### src/rtl/instr_fetch.sv
// instr_fetch: program sequencer between the 1-cycle-latency program ROM and the decoder.
// Define FETCH_HALT_EN to enable HALT opcode (5'b11111) detection and the HALT state.
module instr_fetch #(
    parameter int unsigned ADDR_W  = 8,
    parameter int unsigned INSTR_W = 21
) (
    input  logic               i_clk,
    input  logic               i_rst,
    input  logic               i_start,
    output logic               o_rom_en,
    output logic [ADDR_W-1:0]  o_rom_addr,
    input  logic [INSTR_W-1:0] i_rom_data,
    output logic [INSTR_W-1:0] o_instr,
    output logic [ADDR_W-1:0]  o_pc,
    output logic               o_instr_valid,
    input  logic               i_instr_ready,
    input  logic               i_branch_valid,
    input  logic [ADDR_W-1:0]  i_branch_target,
    output logic               o_halted
);
    typedef enum logic [1:0] {IDLE, RUN, HALT} state_t;

    localparam logic [ADDR_W-1:0] PC_ONE = {{(ADDR_W-1){1'b0}}, 1'b1};

    state_t             state, state_nxt;
    logic [ADDR_W-1:0]  pc, pc_nxt;
    logic [ADDR_W-1:0]  last_addr;
    logic [INSTR_W-1:0] buf_instr     [2];
    logic [INSTR_W-1:0] buf_instr_nxt [2];
    logic [ADDR_W-1:0]  buf_pc        [2];
    logic [ADDR_W-1:0]  buf_pc_nxt    [2];
    logic [1:0]         count, count_nxt;
    logic               inflight;
    logic               halt_pending, halt_pending_nxt;
    logic               pop, branch, halt_seen, fetch, push;
    logic [2:0]         occ;

    assign pop    = (count != 2'd0) && i_instr_ready;
    assign branch = (state == RUN) && i_branch_valid;
    assign occ    = {1'b0, count} + {2'b00, inflight};

    // last_addr doubles as the address of the read currently returning
`ifdef FETCH_HALT_EN
    assign halt_seen = inflight && (i_rom_data[INSTR_W-1 -: 5] == 5'b11111);
`else
    assign halt_seen = 1'b0;
`endif

    always_comb begin
        state_nxt        = state;
        pc_nxt           = pc;
        count_nxt        = count;
        buf_instr_nxt    = buf_instr;
        buf_pc_nxt       = buf_pc;
        halt_pending_nxt = halt_pending;
        fetch            = 1'b0;
        push             = 1'b0;
        case (state)
            IDLE: begin
                if (i_start) begin
                    state_nxt = RUN;
                    pc_nxt    = '0;
                end
            end
`ifdef FETCH_HALT_EN
            HALT: begin
                if (i_start) begin
                    state_nxt = RUN;
                    pc_nxt    = '0;
                end
            end
`endif
            RUN: begin
                if (branch) begin
                    // returning data this cycle is simply not pushed
                    pc_nxt           = i_branch_target;
                    count_nxt        = '0;
                    halt_pending_nxt = 1'b0;
                end else begin
                    fetch = !halt_pending && !halt_seen && (occ < (3'd2 + {2'b00, pop}));
                    if (fetch) begin
                        pc_nxt = pc + PC_ONE;
                    end
                    if (pop) begin
                        buf_instr_nxt[0] = buf_instr[1];
                        buf_pc_nxt[0]    = buf_pc[1];
                        count_nxt        = count - 2'd1;
                    end
                    push = inflight && !halt_seen;
                    if (push) begin
                        buf_instr_nxt[count_nxt[0]] = i_rom_data;
                        buf_pc_nxt[count_nxt[0]]    = last_addr;
                        count_nxt                   = count_nxt + 2'd1;
                    end
`ifdef FETCH_HALT_EN
                    if (halt_seen) begin
                        halt_pending_nxt = 1'b1;
                    end
                    if (halt_pending_nxt && (count_nxt == 2'd0)) begin
                        state_nxt        = HALT;
                        halt_pending_nxt = 1'b0;
                    end
`endif
                end
            end
            default: state_nxt = IDLE;
        endcase
    end

    always_ff @(posedge i_clk or posedge i_rst) begin
        if (i_rst) begin
            state        <= IDLE;
            pc           <= '0;
            last_addr    <= '0;
            inflight     <= 1'b0;
            count        <= '0;
            halt_pending <= 1'b0;
            buf_instr[0] <= '0;
            buf_instr[1] <= '0;
            buf_pc[0]    <= '0;
            buf_pc[1]    <= '0;
        end else begin
            state        <= state_nxt;
            pc           <= pc_nxt;
            inflight     <= fetch;
            count        <= count_nxt;
            halt_pending <= halt_pending_nxt;
            buf_instr    <= buf_instr_nxt;
            buf_pc       <= buf_pc_nxt;
            if (fetch) begin
                last_addr <= pc;
            end
        end
    end

    assign o_rom_en      = fetch;
    assign o_rom_addr    = fetch ? pc : last_addr;
    assign o_instr       = buf_instr[0];
    assign o_pc          = buf_pc[0];
    assign o_instr_valid = (count != 2'd0);
`ifdef FETCH_HALT_EN
    assign o_halted      = (state == HALT);
`else
    assign o_halted      = 1'b0;
`endif
endmodule

### config.mk
export PLATFORM = sky130hd
export DESIGN_NAME = instr_fetch
export DESIGN_NICKNAME = d
export VERILOG_FILES = /design/src/rtl/instr_fetch.sv
export SDC_FILE = /design/constraint.sdc
export NUM_CORES = 1
export LEC_CHECK = 0
export CELL_PAD_IN_SITES_DETAIL_PLACEMENT = 1
export CELL_PAD_IN_SITES_GLOBAL_PLACEMENT = 1
export CORE_AREA = 3 3 113 125
export CTS_CLUSTER_SIZE = 25
export DETAILED_ROUTE_END_ITERATION = 6
export DIE_AREA = 0 0 116 128
export GPL_TIMING_DRIVEN = 0
export PLACE_DENSITY_LB_ADDON = 0.1
export RECOVER_POWER = 50
export SLEW_MARGIN = 20
export SYNTH_ARGS = -nofsm -noshare
export SYNTH_HDL_FRONTEND = slang
export SYNTH_SLANG_ARGS = --single-unit
### constraint.sdc
create_clock -name i_clk -period 9.1 [get_ports i_clk]
set_clock_uncertainty 0.05 [all_clocks]
set_input_delay 2.73 -clock i_clk [delete_from_list [all_inputs] [get_ports i_clk]]
set_output_delay 2.73 -clock i_clk [all_outputs]
set_load 0.01 [all_outputs]
* Word level (Yosys, flattened, before mapping)
Cells that the tools add are included.
Operators by class: add/sub/neg operators 5, multiply operators 0, div/mod/pow operators 0, magnitude comparators 3, equality and inequality tests 3, shifts and indexed selects 0, mux-type cells 28, bitwise gates (word level) 3, reductions and logical operators 10
Operators by type and width (number):
- $mux W21 | 4
- $mux W8 | 8
- $bwmux W42 | 1
- $mux W42 | 1
- $demux W21 S1 | 1
- $bwmux W16 | 1
- $mux W16 | 1
- $pmux W8 S2 | 1
- $mux W2 | 6
- $add A8 B1 Y8 const B | 1
- $demux W8 S1 | 1
- $reduce_and A3 Y1 | 2
- $pmux W2 S2 | 1
- $reduce_and A2 Y1 | 2
- $reduce_bool A2 Y1 | 2
- $add A2 B1 Y3 | 1
- $add A2 B1 Y3 const A | 1
- $logic_and A1 B1 Y1 | 3
- $lt A3 B3 Y1 | 1
- $ne A3 B2 Y1 const B | 1
- $add A2 B1 Y2 const B | 1
- $eq A2 B1 Y1 const B | 1
- $ge A2 B2 Y1 const B | 1
- $logic_not A2 Y1 | 1
- 6 further kinds | 8
Word-level totals: register bits 79, latch bits 0, RAM bits 0, memory bits (read-only) 0, memories 0

* Logic depth before layout (Yosys ltp)
Gate-level depths: netlist (run 1).
word-level depth 12, depth in mapped cells 10

* Least setup slack after synthesis (run 1)
OpenSTA, ideal clock, no wires.
path type input -> output, start input port i_instr_ready, end output port o_rom_addr[7], data arrival time 3897 ps, required time 6320 ps, setup slack 2423 ps, stages on the path 4, cell sequence or3b_1 a21o_4 nor2_8 mux2_1
Between the ends: cells in the longest elaborated chain, start to end 6
Ends and longest elaborated chain:
- start: declaration | RTL line 16 | input logic i_instr_ready,
- $logic_and A1 B1 Y1 | RTL line 38 | assign pop = (count != 2'd0) && i_instr_ready;
- $add A2 B1 Y3 | RTL line 80 | fetch = !halt_pending && !halt_seen && (occ < (3'd2 + {2'b00, pop}));
- $lt A3 B3 Y1 | RTL line 80
- $mux W1 | RTL line 74 | if (branch) begin
- $mux W1 | RTL line 58 | case (state)
- net o_rom_en | RTL line 10 | output logic o_rom_en,
- $mux W8
- end: declaration | RTL line 11 | output logic [ADDR_W-1:0] o_rom_addr,
The timed path passes the listed nets, and every way through them passes these cells.

* Worst setup path in the final report (run 1)
start input port i_branch_valid, end output port o_rom_addr[5]
Between the ends: cells in the longest elaborated chain, start to end 4
Ends and longest elaborated chain:
- start: declaration | RTL line 17 | input logic i_branch_valid,
- $logic_and A1 B1 Y1 | RTL line 39 | assign branch = (state == RUN) && i_branch_valid;
- $mux W1 | RTL line 74
- $mux W1 | RTL line 58
- $mux W8
Every way passes these cells.

==> summary.md, run 1 <==
| Metric | Value |
|---|---|
| Residual DRC | `0` |
| # diodes | `0` |
| Core area | `approximately 13000 um^2` |
| DR WL/cell | `16.7 um` |
| Finish-stage setup viols | `0` |
| Netlist cell types | `47` |
| Site row count | `43` |
| HP Class | `flip-flop to flip-flop` |
| Post-Syn Instances | `308` |
| Async SR Flop Fraction | `1.00` |
| Critical path fanouts, max | `10` |
| Final core utilization | `0.395` |
| Final WL | `approximately 9.3 mm` |
| Synth Register Bits | `a little under 80` |
| Area Growth Syn to Fin | `31.4%` |
| Failing checks | `capacitance limit, slew limit` |
| Pwr/cell area | `355 nW/um^2` |
| FF+latch area | `roughly 2000 um^2` |
| Post-CTS Setup Bufs | `0` |
| Hold Violations, Final | `0` |
| Antenna viol nets, final | `0` |
| Vias after detailed routing | `~2700` |
| Internal power | `around 1.2 mW` |
| Initial DRC count | `~140` |
| CTS tree | `done` |
| Setup crit start kind | `input port` |
| Yosys warns | `0` |
| Net Count, Synth | `roughly 350` |
| Leak pwr | `approximately 2.4 nW` |
| Cts-stage hold buffer count | `0` |
| Slew @ Worst Pin | `around 2.1 ns` |
| NetSw | `0.560 mW` |
| Max_slew headroom | `-0.440` |
| Initial DRT Pass Iterations | `4` |
| Root Buffer | `clkbuf_16` |
| Starting Density | `0.301` |
| Count of pins over their slew limit | `81` |
| Max clock buf depth | `2` |
| Vias in the first global route | `2847` |
| Sw frac | `0.311` |
| Peak supply drop | `0.102 mV` |
| Vias per cell | `roughly 4.8` |
| H-tree Lvls | `3` |
| Total gr overflow | `0` |
| Reg clk slew, reported paths | `~0.060 ns` |
| Die Span Y | `128 um` |
| Dpl hpwl | `roughly 6.6 mm` |
| Req. time, crit path | `roughly 6.3 ns` |
| TritonCTS Buffers | `9` |
| Layout cells sized above 1 | `0.259` |
| Slowest stage delay, CP | `around 0.67 ns` |
| Avg Synthesized Cell Area | `approximately 13 um^2` |
| Setup crit end kind | `output port` |
| Crit-path cells | `dlygate4sd3_1, clkbuf_1, nand2b_1, nor2_1, mux2_2, clkdlybuf4s50_1` |
| # clock sinks | `78` |
| # resized after CTS | `0` |
| Max-cap violations | `2` |
| Critical path's slowest cell | `nor2_1` |
| Mapped Area | `3850 um^2` |
| IO Port Bufs | `~70` |
| RSZ-0062 raised after global routing | `no` |
| Run status | `finished with violations` |
| Largest net degree at the start of global routing | `48` |
| Multi-input gate area | `approximately 1500 um^2` |
| Synth Flop Type | `dfrtp_1` |
| WP data arrival | `between 5 and 6 ns` |
| Chip width | `roughly 120 um` |
| Flop pwr share | `0.341` |
| EDFF count, synth | `0` |
| Maximum clock rate | `between 100 and 150 MHz` |
| Comb power frac | `0.446` |
| Final min period | `8.24 ns` |
| Die area | `roughly 15000 um^2` |
| Clk Latency, worst-skew pair | `~0.33 ns` |
| Fill count | `1386` |
| GRT Resource Usage Total | `0.130` |
| Setup TNS | `0 ns` |
| Placer Congestion | `0.743` |
| Clock Power Share | `0.213` |
| First-pass GRT wire length | `~15 mm` |
| Post-synthesis sequential area ratio | `0.506` |
| # IOs | `between 70 and 80` |
| Initial antenna violation count | `0` |
| WS Path Type | `input port to output port` |
| Fin crit share | `0.906` |
| Layout net count | `between 400 and 500` |
area by class of cell:
cell class                      count  share of cell area
Clock inverter                      4              0.0138
Tap cell                          157              0.0388
Sequential cell                    78               0.386
Buffer                             48              0.0734
Clock buffer                       12              0.0487
Timing Repair Buffer               73               0.143
Inverter                            5             0.00395
Multi-Input combinational cell    177               0.293
worst max-delay path, delay by kind of cell:
family | cells | cell delay, ns
buf+inv | 3 | 1.29
simple gates | 2 | 1.00
mux | 1 | 0.44
worst paths after layout:
path / startpoint / to / slack, ns / cells past startpoint
min reg2reg: last_addr[6]$_DFF_PP0_ / o_pc[6]$_DFFE_PP0P_ / 0.46 / 1
max: i_branch_valid / o_rom_addr[5] / 0.86 / 6
min in group asynchronous: i_rst / o_instr[10]$_DFFE_PP0P_ / 3.37 / 2
max reg2reg: count[0]$_DFFE_PP0P_ / last_addr[5]$_DFF_PP0_ / 6.31 / 7
max in group asynchronous: i_rst / o_pc[2]$_DFFE_PP0P_ / 3.30 / 3
min: last_addr[6]$_DFF_PP0_ / o_pc[6]$_DFFE_PP0P_ / 0.46 / 1
metrics by stage:
stage | cells | instance area [um^2] | setup WS (ns) | power [mW] | hold slack (ns)
2_1_floorplan | 308 | 3850 | 2.42 | 1.14 | 0.408
3_3_place_gp | 537 | 4770 | 1.37 | 1.43 | 0.440
3_5_place_dp | 538 | 4790 | 1.37 | 1.45 | 0.448
4_1_cts | 554 | 5110 | 1.37 | 1.84 | 0.461
5_1_grt | 554 | 5060 | 0.666 | 1.93 | 0.470
6_report | 554 | 5060 | 0.858 | 1.80 | 0.458
metal layers:
metal  GRT usage  share of wire  vias to the layer above
met1       0.177           0.48                     1351
met2       0.208           0.47                       55
li1            -              -                     1254
met5           0              0                        -
met4      0.0389          0.010                        0
met3      0.0293          0.041                        7
power by group through the flow:
stage	logic, mW	registers, mW	clock network (mW)
final	0.803	0.613	0.383
after global placement	0.814	0.612	0
after floorplan	0.553	0.583	0
after CTS	0.834	0.616	0.394
after detailed placement	0.831	0.620	0
after global routing	0.877	0.640	0.410
cell usage after synthesis (2+ instances only):
cell type  instances  area (um^2)
buf_2              4         20.0
clkbuf_1           3         11.3
inv_1              5         18.8
mux2_4            10          150
a21o_1            31          233
nor4_1             2         12.5
ha_1               4         50.1
buf_4             32          240
nand3_1            6         30.0
o21ai_0           14         70.1
a32oi_1            2         17.5
mux2_2            27          304
nor2_1             7         26.3
a21oi_1            5         25.0
buf_6              7         78.8
nor3_1             2         10.0
and2_1             2         12.5
dfrtp_1           78         1950
and3_4             2         22.5
a22o_1            31          272
nand2_1            8         30.0
cells by family after synthesis:
family	Yosys count	share of synthesized area
buffers and inverters	53	0.102
AO/OA/AOI/OAI	90	0.176
adder cells (fa/ha/maj)	4	0.0130
XOR/XNOR	2	0.00942
other	1	0.000973
multiplexers	39	0.123
AND/OR/NAND/NOR	41	0.0682
flip-flops	78	0.506
layout by cell type, fill, tap and decap left out, drive strengths merged, types with 3 or more instances in the layout:
cell           synthesis  layout
o21ai                 15      15
dfrtp                 78      78
mux2                  38      38
nor2                   9       9
nand2                  8       8
a22o                  31      31
clkdlybuf4s50          0      63
a21o                  32      32
dlygate4sd3            0       9
and3                   3       3
buf                   44      43
nand3                  6       6
clkbuf                 4      18
a21oi                  5       5
inv                    5       4
ha                     4       4
Note: power is estimated with default switching activity, not from simulation.
==> run 2, diff against run 1 <==
- GPL_TIMING_DRIVEN: 0 -> 1
- HOLD_SLACK_MARGIN: not set -> 0.15
==> run 2 against run 1 <==
Net effect: the flow still finishes with violations (capacitance limit, slew limit); critical path depth stayed put; first-iteration DRC count is 8.0% lower; clock power is 11% lower; global-route usage hardly changed; combinational power is 16% lower; largest power group unchanged.
==> summary.md, run 2 (synthesis results as in run 1) <==
| Metric | Value |
|---|---|
| Run status | `finished with violations` |
| Failing checks | `capacitance limit, slew limit` |
| Setup TNS | `0 ns` |
| Fill count | `between 1000 and 1500` |
| Core area | `12800 um^2` |
| Total gr overflow | `0` |
| # resized after CTS | `0` |
| Cts-stage hold buffer count | `0` |
| Fin cells | `roughly 500` |
| Crit path to | `o_rom_addr[2]` |
| Vias after detailed routing | `2499` |
| GRT Resource Usage Total | `0.130` |
| Die Span Y | `about 130 um` |
| Reg2Reg Setup Slack | `roughly 6.2 ns` |
| Vias in the first global route | `around 2800` |
| Sw frac | `0.325` |
| Chip width | `around 120 um` |
| Cell Area, Placed | `~4400 um^2` |
| R2R depth | `6` |
| WS Path Type | `input port to output port` |
| Area Growth Syn to Fin | `21.6%` |
| CP Depth | `6` |
| Most common cell after layout, fill and taps aside | `dfrtp_1` |
| Post-CTS Setup Bufs | `0` |
| Final core utilization | `0.366` |
| Placer Congestion | `0.691` |
| WP data arrival | `around 5.4 ns` |
| Final Instance Area | `roughly 4700 um^2` |
| Peak supply drop | `a little over 0.1 mV` |
| Vias per cell | `between 4 and 5` |
| Flop pwr share | `0.383` |
| Pwr/cell area | `350 nW/um^2` |
| Hold Violations, Final | `0` |
| Leak pwr | `between 2 and 2.5 nW` |
| Root Buffer | `clkbuf_16` |
| Comb power frac | `0.410` |
| Slew @ Worst Pin | `4.37 ns` |
| Crit-path cells | `clkdlybuf4s50_1, or3b_1, a21o_4, nor2_1, mux2_2, clkdlybuf4s50_1` |
| Antenna viol nets, final | `0` |
| Buf/Inv on CP | `2` |
| Slowest stage delay, CP | `0.65 ns` |
| Req. time, crit path | `roughly 6.3 ns` |
| Max-cap violations | `1` |
| Initial DRC count | `126` |
| Critical path fanouts, max | `10` |
| Critical path's slowest cell | `nor2_1` |
| CTS tree | `done` |
| Reg-to-reg startpoint | `count[0]$_DFFE_PP0P_` |
| Most frequent CP cell | `clkdlybuf4s50_1` |
| Setup ws final | `between 0.8 and 0.9 ns` |
| RSZ-0062 raised after global routing | `no` |
| # clock sinks | `78` |
| Residual DRC | `0` |
| Initial antenna violation count | `0` |
| DP Worst Slack | `roughly 1.4 ns` |
| Max clock buf depth | `2` |
| Final WL | `about 9 mm` |
| Crit. Startpoint | `i_instr_ready` |
| HP Class | `flip-flop to flip-flop` |
| Maximum clock rate | `around 120 MHz` |
| First-pass GRT wire length | `approximately 15 mm` |
| # IOs | `74` |
| Clk Latency, worst-skew pair | `roughly 0.33 ns` |
| # diodes | `0` |
| Reg clk slew, reported paths | `approximately 0.050 ns` |
| Count of pins over their slew limit | `79` |
| TritonCTS Buffers | `9` |
| Max_slew headroom | `-1.92` |
| Most frequent cells in the layout | `dfrtp_1 (78), clkdlybuf4s50_1 (53), a22o_1 (31), a21o_1 (31), mux2_2 (27)` |
| Clock Power Share | `0.207` |
| IO Port Bufs | `72` |
| Setup crit end kind | `output port` |
| Die area | `14800 um^2` |
| Site row count | `43` |
| Fin crit share | `0.902` |
| Finish-stage setup viols | `0` |
| Internal power | `~1.1 mW` |
| Dpl hpwl | `about 6 mm` |
| DR WL/cell | `between 15 and 20 um` |
| Initial DRT Pass Iterations | `4` |
| H-tree Lvls | `3` |
| Final min period | `8.21 ns` |
| Layout net count | `about 380` |
| Delay-heaviest family, CP | `simple AND/OR/NAND/NOR gates` |
| NetSw | `approximately 0.53 mW` |
| Layout cells sized above 1 | `0.177` |
| Setup crit start kind | `input port` |
| Largest net degree at the start of global routing | `79` |
| Placed cell count | `just under 500` |
| Hold slack | `0.455 ns` |
| Starting Density | `0.301` |
| Total Power | `between 1.5 and 2 mW` |
==> run 2: layer usage <==
layer | GRT usage | wire length, um | share of wire | vias up
li1 | - | - | - | 1161
met5 | 0 | 0 | 0 | -
met2 | 0.199 | 4330 | 0.48 | 51
met3 | 0.0312 | 363 | 0.040 | 13
met1 | 0.174 | 4190 | 0.46 | 1274
met4 | 0.0573 | 167 | 0.018 | 0
==> run 2: power groups by stage <==
stage	sequential [mW]	combinational [mW]	clock [mW]
2_1_floorplan	0.583	0.553	0
5_1_grt	0.652	0.742	0.369
4_1_cts	0.632	0.710	0.357
3_3_place_gp	0.634	0.697	0
6_report	0.628	0.673	0.340
3_5_place_dp	0.637	0.707	0
==> run 2: worst reg2reg max path, cell delays in order (launching register included) <==
cell and delay, ns:
dfrtp_1 0.60, inv_1 0.09, ha_1 0.26, nor2b_2 0.44
xnor2_4 0.12, nor2_4 0.81, mux2_2 0.43
==> run 2: cell type report <==
type | instances | area, um^2 | share of cell area
tap | 157 | 196 | 0.0419
sequential | 78 | 1950 | 0.417
timing repair buffer | 75 | 739 | 0.158
clock buffer | 16 | 282 | 0.0601
inverter | 5 | 20.0 | 0.00427
multi-input combinational | 177 | 1500 | 0.319
==> run 2: worst min-delay path by stage <==
stage	start	end	slack, ns	cells after the start
CTS	flip-flop	flip-flop	0.46	1
detailed placement	flip-flop	flip-flop	0.45	1
floorplan	last_addr[7]$_DFF_PP0_	o_pc[7]$_DFFE_PP0P_	0.41	1
global route	flip-flop	flip-flop	0.47	1
finish	flip-flop	flip-flop	0.46	1
global placement	flip-flop	flip-flop	0.44	1
